### config.mk
export PLATFORM = sky130hd
export DESIGN_NAME = hub_xfer
export DESIGN_NICKNAME = d
export VERILOG_FILES = /design/src/rtl/hub_xfer.sv
export SDC_FILE = /design/constraint.sdc
export NUM_CORES = 1
export LEC_CHECK = 0
export BUFFER_PORTS_ARGS = -buffer_cell sky130_fd_sc_hd__buf_4
export CORE_ASPECT_RATIO = 1.1
export CORE_MARGIN = 4
export CORE_UTILIZATION = 56
export CTS_BUF_LIST = sky130_fd_sc_hd__clkbuf_4
export CTS_CLUSTER_SIZE = 25
export DETAILED_ROUTE_END_ITERATION = 6
export GPL_TIMING_DRIVEN = 0
export PLACE_DENSITY_LB_ADDON = 0.08
export SLEW_MARGIN = 20
export SYNTH_ARGS = -nofsm -noshare
export SYNTH_HDL_FRONTEND = slang
export SYNTH_SLANG_ARGS = --single-unit
### constraint.sdc
create_clock -name clk_cog -period 5.84 [get_ports clk_cog]
set_input_delay 1.168 -clock clk_cog [delete_from_list [all_inputs] [get_ports clk_cog]]
set_output_delay 1.168 -clock clk_cog [all_outputs]
set_load 0.05 [all_outputs]
### src/rtl/hub_xfer.sv
// Requester-side engine for the hub memory port: byte/word/long commands to long-address accesses.
// Latency: 3 cycles req->done with ena_bus high; long-read bursts return 1 long per 2 cycles.
// Backpressure: req is taken only in IDLE (ignored while busy); ISSUE stalls until ena_bus is high.
module hub_xfer (
    input  logic        clk_cog,
    input  logic        res,
    input  logic        ena_bus,
    input  logic        req,
    input  logic        cmd_w,
    input  logic [1:0]  cmd_sz,
    input  logic [15:0] cmd_addr,
    input  logic [31:0] cmd_d,
    input  logic [3:0]  cmd_len,
    output logic        busy,
    output logic        done,
    output logic        rd_valid,
    output logic [31:0] rd_data,
    output logic        w,
    output logic [3:0]  wb,
    output logic [13:0] a,
    output logic [31:0] d,
    input  logic [31:0] q
);

    typedef enum logic [1:0] {S_IDLE, S_ISSUE, S_CAPTURE} state_t;

    state_t      state, state_nxt;
    logic [1:0]  lane;
    logic [1:0]  sz;
    logic        wr;
    logic [3:0]  beats;
    logic [3:0]  wb_steer;
    logic [31:0] d_steer;
    logic [31:0] rd_sel;

    always_ff @(posedge clk_cog or posedge res) begin
        if (res) state <= S_IDLE;
        else     state <= state_nxt;
    end

    always_comb begin
        state_nxt = state;
        case (state)
            S_IDLE:    if (req)     state_nxt = S_ISSUE;
            S_ISSUE:   if (ena_bus) state_nxt = S_CAPTURE;
            S_CAPTURE: state_nxt = (beats != 4'd0) ? S_ISSUE : S_IDLE;
            default:   state_nxt = S_IDLE;
        endcase
    end

    always_comb begin
        busy = (state != S_IDLE);
    end

    // Write lane steering; size 11 behaves as long.
    always_comb begin
        wb_steer = 4'b1111;
        d_steer  = cmd_d;
        case (cmd_sz)
            2'b00: begin
                wb_steer = 4'b0001 << cmd_addr[1:0];
                d_steer  = {4{cmd_d[7:0]}};
            end
            2'b01: begin
                wb_steer = cmd_addr[1] ? 4'b1100 : 4'b0011;
                d_steer  = {2{cmd_d[15:0]}};
            end
            default: ;
        endcase
    end

    always_comb begin
        rd_sel = q;
        case (sz)
            2'b00: begin
                case (lane)
                    2'd0:    rd_sel = {24'b0, q[7:0]};
                    2'd1:    rd_sel = {24'b0, q[15:8]};
                    2'd2:    rd_sel = {24'b0, q[23:16]};
                    default: rd_sel = {24'b0, q[31:24]};
                endcase
            end
            2'b01:   rd_sel = {16'b0, (lane[1] ? q[31:16] : q[15:0])};
            default: ;
        endcase
    end

    always_ff @(posedge clk_cog or posedge res) begin
        if (res) begin
            lane     <= 2'd0;
            sz       <= 2'd0;
            wr       <= 1'b0;
            beats    <= 4'd0;
            done     <= 1'b0;
            rd_valid <= 1'b0;
            rd_data  <= 32'h0;
            w        <= 1'b0;
            wb       <= 4'h0;
            a        <= 14'h0;
            d        <= 32'h0;
        end else begin
            done     <= 1'b0;
            rd_valid <= 1'b0;
            case (state)
                S_IDLE: begin
                    if (req) begin
                        a     <= cmd_addr[15:2];
                        lane  <= cmd_addr[1:0];
                        sz    <= cmd_sz;
                        wr    <= cmd_w;
                        beats <= (!cmd_w && cmd_sz[1]) ? cmd_len : 4'd0;
                        w     <= cmd_w;
                        wb    <= cmd_w ? wb_steer : 4'h0;
                        d     <= cmd_w ? d_steer : 32'h0;
                    end
                end
                S_ISSUE: begin
                    // Drop the strobes on the sampling edge so the write is single-shot.
                    if (ena_bus) begin
                        w  <= 1'b0;
                        wb <= 4'h0;
                    end
                end
                S_CAPTURE: begin
                    if (!wr) begin
                        rd_valid <= 1'b1;
                        rd_data  <= rd_sel;
                    end
                    if (beats != 4'd0) begin
                        beats <= beats - 4'd1;
                        a     <= a + 14'd1;
                    end else begin
                        done <= 1'b1;
                    end
                end
                default: ;
            endcase
        end
    end

endmodule

==> flow_summary.toml <==
[timing]
setup_tns_ns = 0
slew_viol_final = 0
fin_worst_skew_ns = 0.0221
worst_slew_margin_rel_pct = 63.2
max_freq_ghz = 0.389
tightest_slew_ns = 0.551
grt_setup_unrepaired = "false"
period_needed_ns = 2.57
setup_viol = 0
min_period_over_period_pct = 44.0
worst_slack_ns = 3.27
hold_violations = 0

[synthesis]
synth_nets = 627
synth_top_area_share_pct = 48.5
ys.flop_type = "dfrtp_1"
synth.top_cells.by_area = "dfrtp_1 (49%), nand2_1 (6.9%), nor2_1 (3.4%)"
ys_ff_latch = 96
ys_types = 49
yosysWarnings = 0
syn-instance-count = 534
async_reset_ff_share_pct = 100
synth_top_cell_by_area = "dfrtp_1"
seq_area_frac_synth_pct = 48.5
synthesis.area_um2 = 4950
post_synth.cell_area_avg_um2 = 9.27
synth_edf_count = 0

[drt]
postRouteWirelength_um = 14400
wl_met2_um = 7110
dr.pass1.iters = 5
via_count = 4852
wl_met3_um = 1230
drc_errors = 0
wl_met1_um = 5710
avgViaCountPerCell = 5.80
wire_per_inst_um = 17.2
postRouteAntennaNets = 0
drt_iter0_drc = 213
highest_layer = "met4"

[setup_path]
max_stage_delay_ns = 0.49
required_ns = 4.67
rrSetupSlack_ns = 3.86
r2r_cells = 6
startpoint_type = "flop"
worstPathArrival_ns = 1.40
cp-end-kind = "output port"
crit_type = "flop to output port"
path_max_fanout = 7
r2r_start = "beats[0]"
path_cells = "nor2_1, inv_1, buf_4"
cp_slowest_cell = "dfrtp_1"
r2r_end = "a[11]"

[floorplanning]
die_h_um = 107
die_x_um = 97.6
start_util_pct = 58.2
dieArea_um2 = 10400
rows = 35
pin_count = 177
coreArea_um2 = 8500

[cells_and_area]
layout_common_cells = "buf_4 (174), dfrtp_1 (96), nand2_1 (91)"
syn2layout_area_growth_pct = 33.2
fillers = 604
fin_nets = 813
drive_gt1_share_pct = 33.5
diodes = 0
layout_commonest_cell = "buf_4"
fin_cells = 836

[cts]
cts_setup_buffers = 0
root_buffer = "clkbuf_4"
cts_tree = "done"
cts_hold_repair.buffers = 0
cts_sinks = 96
clockBufferDepth = 2
htree_levels = 3
cts_resized = 0
insertion_delay_ns = 0.46
clk_pin_slew_ns = 0.14
cts_buffers = 9

[place]
numPlacedInstances = 820
gp_congestion = 0.878
portBuffers = 174
dp_hpwl_um = 11100
post-place-ws_ns = 3.22

[run]
max-cap-violations = 0

[run_status]
run_status = "complete, no violations"

[global_routing]
grt_pass1_vias = 4847
overflow = 0
antenna_found_initial = 0
grt_first_pass_wirelength_um = 23400
grt_use_total_pct = 27.6
grt_max_degree = 75

[power_and_ir_drop]
leakagePower_uw = 0.00321
fin_total_pwr_uw = 4080
peakVddDrop_mv = 0.488
power.density_nw_per_um2 = 619

[min_path]
min_path_type = "flop to flop"
min_delay_worst_endpoint = "rd_data[31]"
min_from = "rd_data[31]"
whs_path_depth = 2
==> power by group <==
group	leakage (uW)	switching [uW]	internal (uW)
sequential	0.00120	230	968
clock	0.0000832	235	181
combinational	0.00193	1690	776
==> flip-flops by register name, summed over array words and instances, names as in the netlist <==
| register | count |
|---|---|
| d | 32 |
| rd_data | 32 |
| a | 14 |
| beats | 4 |
| wb | 4 |
| lane | 2 |
| state | 2 |
| sz | 2 |
| done | 1 |
| rd_valid | 1 |
| w | 1 |
| wr | 1 |
==> worst max-delay path, delay by kind of cell (launching register included) <==
| kind | cells | cell delay (ns) |
|---|---|---|
| buf+inv | 2 | 0.27 |
| flops | 1 | 0.49 |
| simple gates | 1 | 0.19 |
==> final cells by class <==
| cell class | count | area (um2) | area share [%] |
|---|---|---|---|
| clock buffers | 10 | 75.1 | 1.14 |
| multi-input cells | 387 | 2320 | 35.2 |
| flip-flops and latches | 96 | 2400 | 36.4 |
| clock inverters | 6 | 92.6 | 1.40 |
| well taps | 111 | 139 | 2.11 |
| repair buffers | 175 | 1330 | 20.2 |
| plain buffers | 42 | 189 | 2.87 |
| inverters | 9 | 38.8 | 0.588 |
==> how the worst max path moves through the flow <==
stage / from / to / depth (start not counted)
3_3_place_gp: res / d[25] / 2
2_1_floorplan: res / a[0] / 1
5_1_grt: state[0] / busy / 3
6_report: state[0] / busy / 3
3_5_place_dp: cmd_sz[0] / d[9] / 5
4_1_cts: state[0] / busy / 3
==> per-layer routing <==
metal	global-route usage [%]	vias to the layer above
li1	-	2263
met1	34.4	2336
met2	46.6	218
met3	6.96	35
met4	10.4	0
met5	0	-
==> cells in the mapped netlist (all sizes together) (6+ instances only) <==
cell,n
dfrtp,96
nand2,91
nor2,46
o21ai,38
a21oi,34
nand3,23
buf,22
nor2b,22
clkbuf,20
o31ai,19
a22o,13
mux2i,13
mux2,11
a221oi,9
inv,9
a2bb2oi,7
nand2b,6
o22ai,6
==> logic make-up (layout without fill, tap and decap cells) <==
family                   Yosys count  count (layout)  share of synthesized area, %
flip-flops                        96              96                          48.5
multiplexers                      25              25                          5.59
AO/OA/AOI/OAI                    143             143                          20.3
adder cells (fa/ha/maj)            2               2                         0.506
buffers and inverters             51             242                          4.50
AND/OR/NAND/NOR                  217             217                          20.6
==> through the flow <==
stage,area (um2),hold slack (ns),util [%]
5_1_grt,6590,0.517,77.6
2_1_floorplan,4950,0.438,-
3_5_place_dp,6430,0.458,75.6
6_report,6590,0.483,77.6
4_1_cts,6590,0.488,77.6
3_3_place_gp,6390,0.453,75.3
Power figures use the tool's default switching activity.
